`src/rtl/clock_frequency_monitor.sv`:
```
// Clock frequency monitor: counts rising edges of a slower, asynchronous
// clock over fixed windows of reference cycles. Reports the count per window,
// a lock flag after consecutive in-tolerance windows, and a sticky fault on
// out-of-tolerance windows or a stalled monitored clock.
module clock_frequency_monitor #(
    parameter int unsigned CLK_FREQUENCY = 100_000_000,
    parameter int unsigned MON_FREQUENCY = 10_000_000,
    parameter int unsigned WINDOW_CYCLES = 1000,
    parameter int unsigned TOLERANCE     = 2,
    parameter int unsigned LOCK_COUNT    = 3,
    parameter int unsigned STALL_CYCLES  = 64
) (
    input  logic        clk,
    input  logic        rstb,
    input  logic        en,
    input  logic        clk_mon,
    input  logic        fault_clr,
    output logic [15:0] freq_count,
    output logic        count_valid,
    output logic        locked,
    output logic        fault
);

    // 64-bit product avoids overflow of MON_FREQUENCY * WINDOW_CYCLES
    localparam logic [63:0] EXPECTED_64 =
        (64'(MON_FREQUENCY) * 64'(WINDOW_CYCLES)) / 64'(CLK_FREQUENCY);
    localparam logic [16:0] EXPECTED  = EXPECTED_64[16:0];
    localparam logic [16:0] TOL       = 17'(TOLERANCE);

    localparam int unsigned WIN_W   = (WINDOW_CYCLES > 1) ? $clog2(WINDOW_CYCLES) : 1;
    localparam int unsigned STALL_W = $clog2(STALL_CYCLES + 1);
    localparam int unsigned GOOD_W  = (LOCK_COUNT > 0) ? $clog2(LOCK_COUNT + 1) : 1;

    localparam logic [WIN_W-1:0]   WIN_LAST   = WIN_W'(WINDOW_CYCLES - 1);
    localparam logic [STALL_W-1:0] STALL_MAX  = STALL_W'(STALL_CYCLES);
    localparam logic [STALL_W-1:0] STALL_TRIG = STALL_W'(STALL_CYCLES - 1);
    localparam logic [GOOD_W-1:0]  GOOD_MAX   = GOOD_W'(LOCK_COUNT);

    typedef enum logic [1:0] {
        ST_IDLE,
        ST_SETTLE,
        ST_MEASURE
    } state_t;

    state_t             r_state;
    state_t             w_state_next;
    logic [1:0]         r_settle_cnt;
    logic               r_sync1;
    logic               r_sync2;
    logic               r_sync3;
    logic [WIN_W-1:0]   r_win_cnt;
    logic [15:0]        r_edge_cnt;
    logic [STALL_W-1:0] r_stall_cnt;
    logic [GOOD_W-1:0]  r_good_cnt;
    logic [15:0]        r_freq_count;
    logic               r_count_valid;
    logic               r_locked;
    logic               r_fault;

    logic               w_edge;
    logic               w_measure;
    logic               w_win_last;
    logic               w_win_end;
    logic [15:0]        w_result;
    logic [16:0]        w_res_ext;
    logic [16:0]        w_diff;
    logic               w_good;
    logic               w_stall_hit;
    logic               w_fault_event;
    logic [GOOD_W-1:0]  w_good_inc;

    assign freq_count  = r_freq_count;
    assign count_valid = r_count_valid;
    assign locked      = r_locked;
    assign fault       = r_fault;

    // Next-state logic: settle for three cycles before measuring; en=0 always idles
    always_comb begin
        w_state_next = r_state;
        if (!en) begin
            w_state_next = ST_IDLE;
        end else begin
            case (r_state)
                ST_IDLE:    w_state_next = ST_SETTLE;
                ST_SETTLE:  if (r_settle_cnt == 2'd2) w_state_next = ST_MEASURE;
                ST_MEASURE: w_state_next = ST_MEASURE;
                default:    w_state_next = ST_IDLE;
            endcase
        end
    end

    // Window evaluation, tolerance compare and fault event detection
    always_comb begin
        w_edge     = r_sync2 & ~r_sync3;
        w_measure  = (r_state == ST_MEASURE) && en;
        w_win_last = (r_win_cnt == WIN_LAST);
        w_win_end  = w_measure && w_win_last;
        w_result   = r_edge_cnt;
        if (w_edge && (r_edge_cnt != 16'hFFFF)) begin
            w_result = r_edge_cnt + 16'd1;
        end
        w_res_ext = {1'b0, w_result};
        if (w_res_ext >= EXPECTED) begin
            w_diff = w_res_ext - EXPECTED;
        end else begin
            w_diff = EXPECTED - w_res_ext;
        end
        w_good        = (w_diff <= TOL);
        w_stall_hit   = w_measure && !w_edge && (r_stall_cnt == STALL_TRIG);
        w_fault_event = (w_win_end && !w_good) || w_stall_hit;
        w_good_inc    = r_good_cnt;
        if (r_good_cnt != GOOD_MAX) begin
            w_good_inc = r_good_cnt + 1'b1;
        end
    end

    // State register and synchronizer chain
    always_ff @(posedge clk) begin
        if (!rstb) begin
            r_state      <= ST_IDLE;
            r_settle_cnt <= '0;
            r_sync1      <= 1'b0;
            r_sync2      <= 1'b0;
            r_sync3      <= 1'b0;
        end else begin
            r_state      <= w_state_next;
            r_settle_cnt <= (r_state == ST_SETTLE && en) ? r_settle_cnt + 2'd1 : 2'd0;
            r_sync1      <= clk_mon;
            r_sync2      <= r_sync1;
            r_sync3      <= r_sync2;
        end
    end

    // Window, edge, stall and good-window counters; result latch
    always_ff @(posedge clk) begin
        if (!rstb) begin
            r_win_cnt     <= '0;
            r_edge_cnt    <= '0;
            r_stall_cnt   <= '0;
            r_good_cnt    <= '0;
            r_freq_count  <= '0;
            r_count_valid <= 1'b0;
        end else begin
            r_count_valid <= w_win_end;
            if (!w_measure) begin
                r_win_cnt   <= '0;
                r_edge_cnt  <= '0;
                r_stall_cnt <= '0;
                r_good_cnt  <= '0;
            end else begin
                r_win_cnt  <= w_win_last ? '0 : r_win_cnt + 1'b1;
                r_edge_cnt <= w_win_last ? '0 : w_result;
                if (w_edge) begin
                    r_stall_cnt <= '0;
                end else if (r_stall_cnt != STALL_MAX) begin
                    r_stall_cnt <= r_stall_cnt + 1'b1;
                end
                if (w_win_end) begin
                    r_freq_count <= w_result;
                end
                if (w_fault_event) begin
                    r_good_cnt <= '0;
                end else if (w_win_end) begin
                    r_good_cnt <= w_good_inc;
                end
            end
        end
    end

    // Lock and sticky fault flags; a fault event always drops lock, set beats clear
    always_ff @(posedge clk) begin
        if (!rstb) begin
            r_locked <= 1'b0;
            r_fault  <= 1'b0;
        end else begin
            if (!en || w_fault_event) begin
                r_locked <= 1'b0;
            end else if (w_win_end) begin
                r_locked <= (w_good_inc == GOOD_MAX);
            end
            if (w_fault_event) begin
                r_fault <= 1'b1;
            end else if (fault_clr) begin
                r_fault <= 1'b0;
            end
        end
    end

endmodule

```
`config.mk`:
```
export PLATFORM = sky130hd
export DESIGN_NAME = clock_frequency_monitor
export DESIGN_NICKNAME = d
export VERILOG_FILES = /design/src/rtl/clock_frequency_monitor.sv
export SDC_FILE = /design/constraint.sdc
export NUM_CORES = 1
export LEC_CHECK = 0
export BUFFER_PORTS_ARGS = -buffer_cell sky130_fd_sc_hd__buf_2
export CAP_MARGIN = 0
export CORE_MARGIN = 10
export CORE_UTILIZATION = 24
export DETAILED_ROUTE_END_ITERATION = 10
export GPL_TIMING_DRIVEN = 1
export HOLD_SLACK_MARGIN = 0.06
export PLACE_DENSITY = 0.41
export SLEW_MARGIN = 20
export SYNTH_ARGS = -nofsm -noshare
export SYNTH_HDL_FRONTEND = slang
export SYNTH_SLANG_ARGS = --single-unit
export TNS_END_PERCENT = 100
```
`constraint.sdc`:
```
create_clock -name clk -period 9.2 [get_ports clk]
set_input_delay 1.84 -clock clk [delete_from_list [all_inputs] [get_ports clk]]
set_output_delay 1.84 -clock clk [all_outputs]
set_load 0.01 [all_outputs]
```
; ---- Yosys cells after proc, flatten, opt, wreduce, memory -nomap -nowiden
; Cells that the tools add are included.
[classes]
n_bitwise = 4
eq_ne = 10
n_lt_le_gt_ge = 2
n_mux = 7
add_sub_neg = 7
n_reduce_logical = 21
[ops]
columns = cell, n
row1 = "<= comparator 17 x 2 -> 1 bit, second input constant", 1
row2 = two-way mux 17 bit, 1
row3 = "subtractor 16 x 7 -> 17 bit, second input constant", 1
row4 = "subtractor 7 x 16 -> 17 bit, first input constant", 1
row5 = "adder 16 x 1 -> 16 bit, second input constant", 1
row6 = ">= comparator 16 x 7 -> 1 bit, second input constant", 1
row7 = two-way mux 16 bit, 1
row8 = "!= test 16 bit, second input constant", 1
row9 = "adder 10 x 1 -> 10 bit, second input constant", 1
row10 = "== test 10 bit, second input constant", 1
row11 = OR reduction 3 bit, 3
row12 = "adder 7 x 1 -> 7 bit, second input constant", 1
row13 = "== test 7 x 6 -> 1 bit, second input constant", 1
row14 = logical AND 1 bit, 7
row15 = "!= test 7 bit, second input constant", 1
row16 = "== test 2 bit, second input constant", 3
row17 = one-hot mux 2 bit (3 select lines), 1
row18 = AND reduction 2 bit, 3
row19 = "adder 2 x 1 -> 2 bit, second input constant", 2
row20 = two-way mux 2 bit, 2
row21 = "!= test 2 bit, second input constant", 2
row22 = logical NOT 1 bit, 3
row23 = NOT 1 bit, 3
row24 = "== test 2 x 1 -> 1 bit, second input constant", 1
row25 = other kinds (6), 8
[word_totals]
elab_cells = 64
regBits = 61
out_inout_bits = 19

; ---- Depth between registers and ports, before layout
[logic_depth]
ltp_word = 12
ltp_mapped = 15

; ---- Least setup slack after synthesis
; OpenSTA, ideal clock, no wires.
[synth_path]
kind = reg-to-reg
startpoint = register r_edge_cnt[1]
endpoint = register r_good_cnt[1]
required_time_ns = 9.067
path_slack_ns = 5.557
path_stages_with_launch = 15
period_less_slack_ns = 3.643
n_path_buf = 0
t_arrival_ns = 3.510
cell_sequence = dfxtp_1 -> ha_1 -> nand4_2 -> o41ai_2 -> nor2_1 -> xnor2_1 -> ha_1 -> nand2_1 -> or3_1 -> a21o_1 -> nand4_1 -> mux2_2 -> and4b_1 -> o211ai_1 -> a21oi_1
[synth_between]
elab_chain_cells = 10
word_cells_on_any_way = 13
classes_between = add/sub (3) / order compare (2) / eq/ne (1) / mux (2) / reduce/logical (5)
[synth_lines]
columns = item, line
row1 = "start, declared", 52  ; logic [15:0] r_edge_cnt;
row2 = "start signal, assigned", 152  ; r_edge_cnt <= w_win_last ? '0 : w_result;
row3 = branches (longest 2 deep; another with adder 16 x 1 -> 16 bit), n/a
row4 = two-way mux 16 bit (*), 99  ; if (w_edge && (r_edge_cnt != 16'hFFFF)) begin
row5 = "subtractor 7 x 16 -> 17 bit, or another cell as far along", 106  ; w_diff = EXPECTED - w_res_ext;
row6 = two-way mux 17 bit (*), 103  ; if (w_res_ext >= EXPECTED) begin
row7 = <= comparator 17 x 2 -> 1 bit (*), 108  ; w_good = (w_diff <= TOL);
row8 = logical NOT 1 bit (*), 110  ; w_fault_event = (w_win_end && !w_good) || w_stall_hit;
row9 = logical AND 1 bit (*), 110
row10 = logical OR 1 bit (*), 110
row11 = OR reduction 3 bit (no line) (*), n/a
row12 = "end signal, assigned", 164  ; r_good_cnt <= w_good_inc;
row13 = "end, declared", 54  ; logic [GOOD_W-1:0] r_good_cnt;
; Mark *: on every way between the ends.
; A chain may end at the register's enable or synchronous reset.

; ---- Final worst setup path
[layout_path]
startpoint = register r_edge_cnt[0]
endpoint = register r_good_cnt[1]
; The elaborated chain is that of the path after synthesis.

==> flow_metrics.py <==
metrics = {
    "power_and_ir_drop": {
        "p_leak_nw": 1.653,
        "power_density_mw_per_mm2": 159.6,
        "vdd_ir_drop_max_v": 0.00008724,
    },
    "synth": {
        "yosys_warnings": 0,
        "synth_seq_area_share": 0.3554,
        "synth_largest_area_cell": "sky130_fd_sc_hd__dfxtp_1",
        "synth_cells": 404,
        "synth.top_cell.area_share": 0.3554,
        "synth.cells.most_frequent": "sky130_fd_sc_hd__dfxtp_1 (61), sky130_fd_sc_hd__nor2_1 (55), sky130_fd_sc_hd__nand2_1 (35), sky130_fd_sc_hd__nand3_1 (30)",
        "synth_seq_cells": 61,
        "synth_nets": 421,
        "synth-edff-count": 0,
        "synth.avg_cell_area_um2": 8.504,
        "yosysUniqueCellTypes": 64,
        "synth.most_common_cell": "sky130_fd_sc_hd__dfxtp_1",
        "synth.area.top_cells": "sky130_fd_sc_hd__dfxtp_1 (36%), sky130_fd_sc_hd__nor2_1 (6.0%), sky130_fd_sc_hd__ha_1 (4.4%)",
        "synth_async_sr_flop_share": 0,
        "synth_area_mm2": 0.003436,
        "synth_simple_gate_area_share": 0.3125,
        "synth-adder-area-share": 0.04370,
        "dominantRegCellSynth": "sky130_fd_sc_hd__dfxtp_1",
        "synth-xor-area-share": 0.07830,
        "muxShareOfSynthArea": 0.01784,
        "synth_top_family_by_area": "simple AND/OR/NAND/NOR gates",
        "post_synthesis_compound_gate_area_fraction": 0.1519,
    },
    "global_route": {
        "grt_remaining_overflow": 0,
        "grt.total_usage": 0.09168,
        "grt_pass1_vias": 2853,
        "number_of_antenna_violations_at_the_first_check_in_global_routing": 0,
        "wire_length_of_the_first_global_routing_pass_um": 14610,
        "pin_count_of_the_biggest_net_entering_global_routing": 27,
    },
    "setup_path": {
        "crit_fanout": 9,
        "worstSetupEndpointType": "flop",
        "r2r_setup_slack_ns": 4.99,
        "critical_path.reg2reg.startpoint": "r_edge_cnt[0]",
        "cp.arrival_ns": 4.42,
        "regToRegEndpoint": "r_good_cnt[1]",
        "crit_required_ns": 9.41,
        "timing_worst_setup_path_type": "flop to flop",
        "r2r_cells": 14,
        "crit_path_start_kind": "flop",
    },
    "detailed_routing": {
        "final_antenna_net_count": 0,
        "drtIter0Drc": 135,
        "routed-via-count": 2877,
        "post-route-drc-count": 0,
        "wire_per_inst_um": 14.57,
        "routed_via_density": 4.732,
        "drt_wl_total_um": 8856,
        "drt-pass1-iter-count": 4,
    },
    "worst_hold_path": {
        "min_path_cells": 1,
        "hold_path_startpoint": "r_settle_cnt[0]",
        "hold_path_end": "r_settle_cnt[0]",
        "min_path_type": "flop to flop",
    },
    "sta": {
        "number_of_failing_setup_endpoints_in_the_final_timing_report": 0,
        "worst_slew_margin_rel": 0.4674,
        "timing.clock.skew_ns": 0.006443,
        "final_max_slew_viol_count": 0,
        "timing_worst_slew_pin_value_ns": 0.7916,
        "fin_crit_ns": 4.211,
        "hold_violation_total_from_the_final_report": 0,
        "rsz0062_at_grt": "no",
        "fin_setup_tns_ns": 0,
        "max_freq_mhz": 237.5,
        "finalCritPeriodShare": 0.4577,
    },
    "placed_design": {
        "io_buffers": 23,
        "placement.cell_area_mm2": 0.003701,
        "post-dp-hpwl_um": 6583,
        "routabilityCongestion": 0.8831,
    },
    "cts": {
        "path_clk_slew_ns": 0.05,
        "clk-insertion-delay-late_ns": 0.33,
        "cts_tree": "done",
        "cts_setup_buffers": 0,
        "cts_hold_buf": 0,
        "htree_num_levels": 3,
        "numClockSinks": 61,
        "cts.path.max_buffers": 2,
        "post_cts.resized_instances": 0,
        "cts_root_buffer": "sky130_fd_sc_hd__clkbuf_16",
        "cts_made_buffers": 9,
    },
    "floorplan": {
        "die_outline_width_um": 139.7,
        "floorplan.io_pins": 24,
        "core_mm2": 0.01393,
        "die-area_mm2": 0.01950,
        "fp_rows": 43,
        "die_h_um": 139.7,
        "initial_core_util": 0.2466,
    },
    "final_layout": {
        "final_core_utilization": 0.2887,
        "layout.nets": 440,
        "fillers": 1473,
        "final_design_area_no_fill_mm2": 0.004023,
        "insertedDiodeCount": 0,
        "fraction_of_layout_cells_with_a_size_suffix_above_1": 0.1425,
        "area.growth.synth_to_final_pct": 17.08,
    },
    "status": {
        "status": "completed",
    },
    "run": {
        "max_cap_violations": 0,
    },
}
==> how the worst max path moves through the flow <==
stage                  start             to
4_1_cts        r_edge_cnt[0]          fault
2_1_floorplan  r_edge_cnt[1]  r_good_cnt[1]
3_5_place_dp   r_edge_cnt[0]          fault
6_report       r_edge_cnt[0]  r_good_cnt[1]
5_1_grt        r_edge_cnt[0]  r_good_cnt[1]
3_3_place_gp   r_edge_cnt[0]  r_good_cnt[1]
==> worst max-delay path, cell delays in order (launching register included) <==
cell and delay (ns):
sky130_fd_sc_hd__dfxtp_1 0.51, sky130_fd_sc_hd__ha_1 0.35, sky130_fd_sc_hd__nand4_2 0.28, sky130_fd_sc_hd__o41ai_2 0.52, sky130_fd_sc_hd__nor2_1 0.14, sky130_fd_sc_hd__xnor2_1 0.46, sky130_fd_sc_hd__ha_1 0.27, sky130_fd_sc_hd__nand2_1 0.08
sky130_fd_sc_hd__or3_1 0.36, sky130_fd_sc_hd__a21o_1 0.22, sky130_fd_sc_hd__nand4_1 0.10, sky130_fd_sc_hd__mux2_2 0.33, sky130_fd_sc_hd__and4b_1 0.24, sky130_fd_sc_hd__o211ai_1 0.18, sky130_fd_sc_hd__a21oi_1 0.06
==> kinds of logic after synthesis <==
family,Yosys count
AOI/OAI and AO/OA,69
xor gates and xnor gates,29
adders and majority gates,12
buffers and inverters,31
DFF,61
muxes,6
and+or+nand+nor,196
==> cell type report <==
cell class	instances	area, um2	share of cell area
inverter	15	56.30	0.01400
tap	180	225.2	0.05599
multi-input combinational	312	2078	0.5166
clock buffer	13	250.2	0.06221
clock inverter	3	68.82	0.01711
timing repair buffer	24	122.6	0.03048
sequential	61	1221	0.3036
==> stage by stage <==
step / power (mW) / std cells / setup WS [ns] / hold slack, ns
6_report: 0.6422 / 608 / 4.989 / 0.4093
5_1_grt: 0.6663 / 608 / 4.551 / 0.4314
4_1_cts: 0.6554 / 608 / 4.977 / 0.4143
3_5_place_dp: 0.2833 / 592 / 5.012 / 0.4065
3_3_place_gp: 0.2830 / 592 / 5.148 / 0.4014
2_1_floorplan: 0.2793 / 404 / 5.557 / 0.3920
==> registers in the layout, summed over array words and instances, names as in the netlist <==
register      count
r_sync2           1
r_sync1           1
r_edge_cnt       16
r_win_cnt        10
r_good_cnt        2
r_settle_cnt      2
fault             1
r_sync3           1
count_valid       1
r_state           2
r_stall_cnt       7
freq_count       16
locked            1
==> per-layer routing <==
metal	up-vias	global-route usage	share of wire
li1	1485	-	-
met1	1352	0.1148	0.49
met2	31	0.1432	0.46
met3	9	0.02858	0.033
met4	0	0.03533	0.017
met5	-	0	0
==> where the power goes <==
part / internal (mW) / switching (mW) / total [mW] / leakage [nW]
clock: 0.245 / 0.120 / 0.365 / 0.154
combinational: 0.00393 / 0.00684 / 0.0108 / 1.01
sequential: 0.266 / 0.000943 / 0.267 / 0.492
==> placed cells by master (no fill, tap or decap), types with 2 or more instances in the layout <==
master and n:
sky130_fd_sc_hd__o211a_1 12, sky130_fd_sc_hd__nor2_1 55, sky130_fd_sc_hd__a21o_1 3, sky130_fd_sc_hd__or2_2 3, sky130_fd_sc_hd__xnor2_1 15, sky130_fd_sc_hd__a221oi_1 2
sky130_fd_sc_hd__a31oi_1 3, sky130_fd_sc_hd__nand2_1 35, sky130_fd_sc_hd__and4_1 5, sky130_fd_sc_hd__nor4_1 4, sky130_fd_sc_hd__a41oi_1 3, sky130_fd_sc_hd__mux2i_1 5
sky130_fd_sc_hd__o2111ai_1 3, sky130_fd_sc_hd__nor3_1 6, sky130_fd_sc_hd__a21oi_1 13, sky130_fd_sc_hd__o21ai_1 6, sky130_fd_sc_hd__and3_1 8, sky130_fd_sc_hd__o21ai_0 5
sky130_fd_sc_hd__nand4_1 9, sky130_fd_sc_hd__inv_1 15, sky130_fd_sc_hd__buf_2 23, sky130_fd_sc_hd__dfxtp_1 61, sky130_fd_sc_hd__ha_1 12, sky130_fd_sc_hd__nand4b_1 3
sky130_fd_sc_hd__clkbuf_1 3, sky130_fd_sc_hd__bufinv_16 2, sky130_fd_sc_hd__a21boi_0 3, sky130_fd_sc_hd__a211oi_1 2, sky130_fd_sc_hd__and2_1 7, sky130_fd_sc_hd__nand4_2 2
sky130_fd_sc_hd__clkbuf_16 9, sky130_fd_sc_hd__a21oi_2 2, sky130_fd_sc_hd__xor2_1 12, sky130_fd_sc_hd__nor2b_1 4, sky130_fd_sc_hd__nand3_1 30, sky130_fd_sc_hd__and4b_1 2
sky130_fd_sc_hd__nand2b_1 5, sky130_fd_sc_hd__or3_1 5, sky130_fd_sc_hd__o211ai_1 2
(Power assumes the default switching activity.)
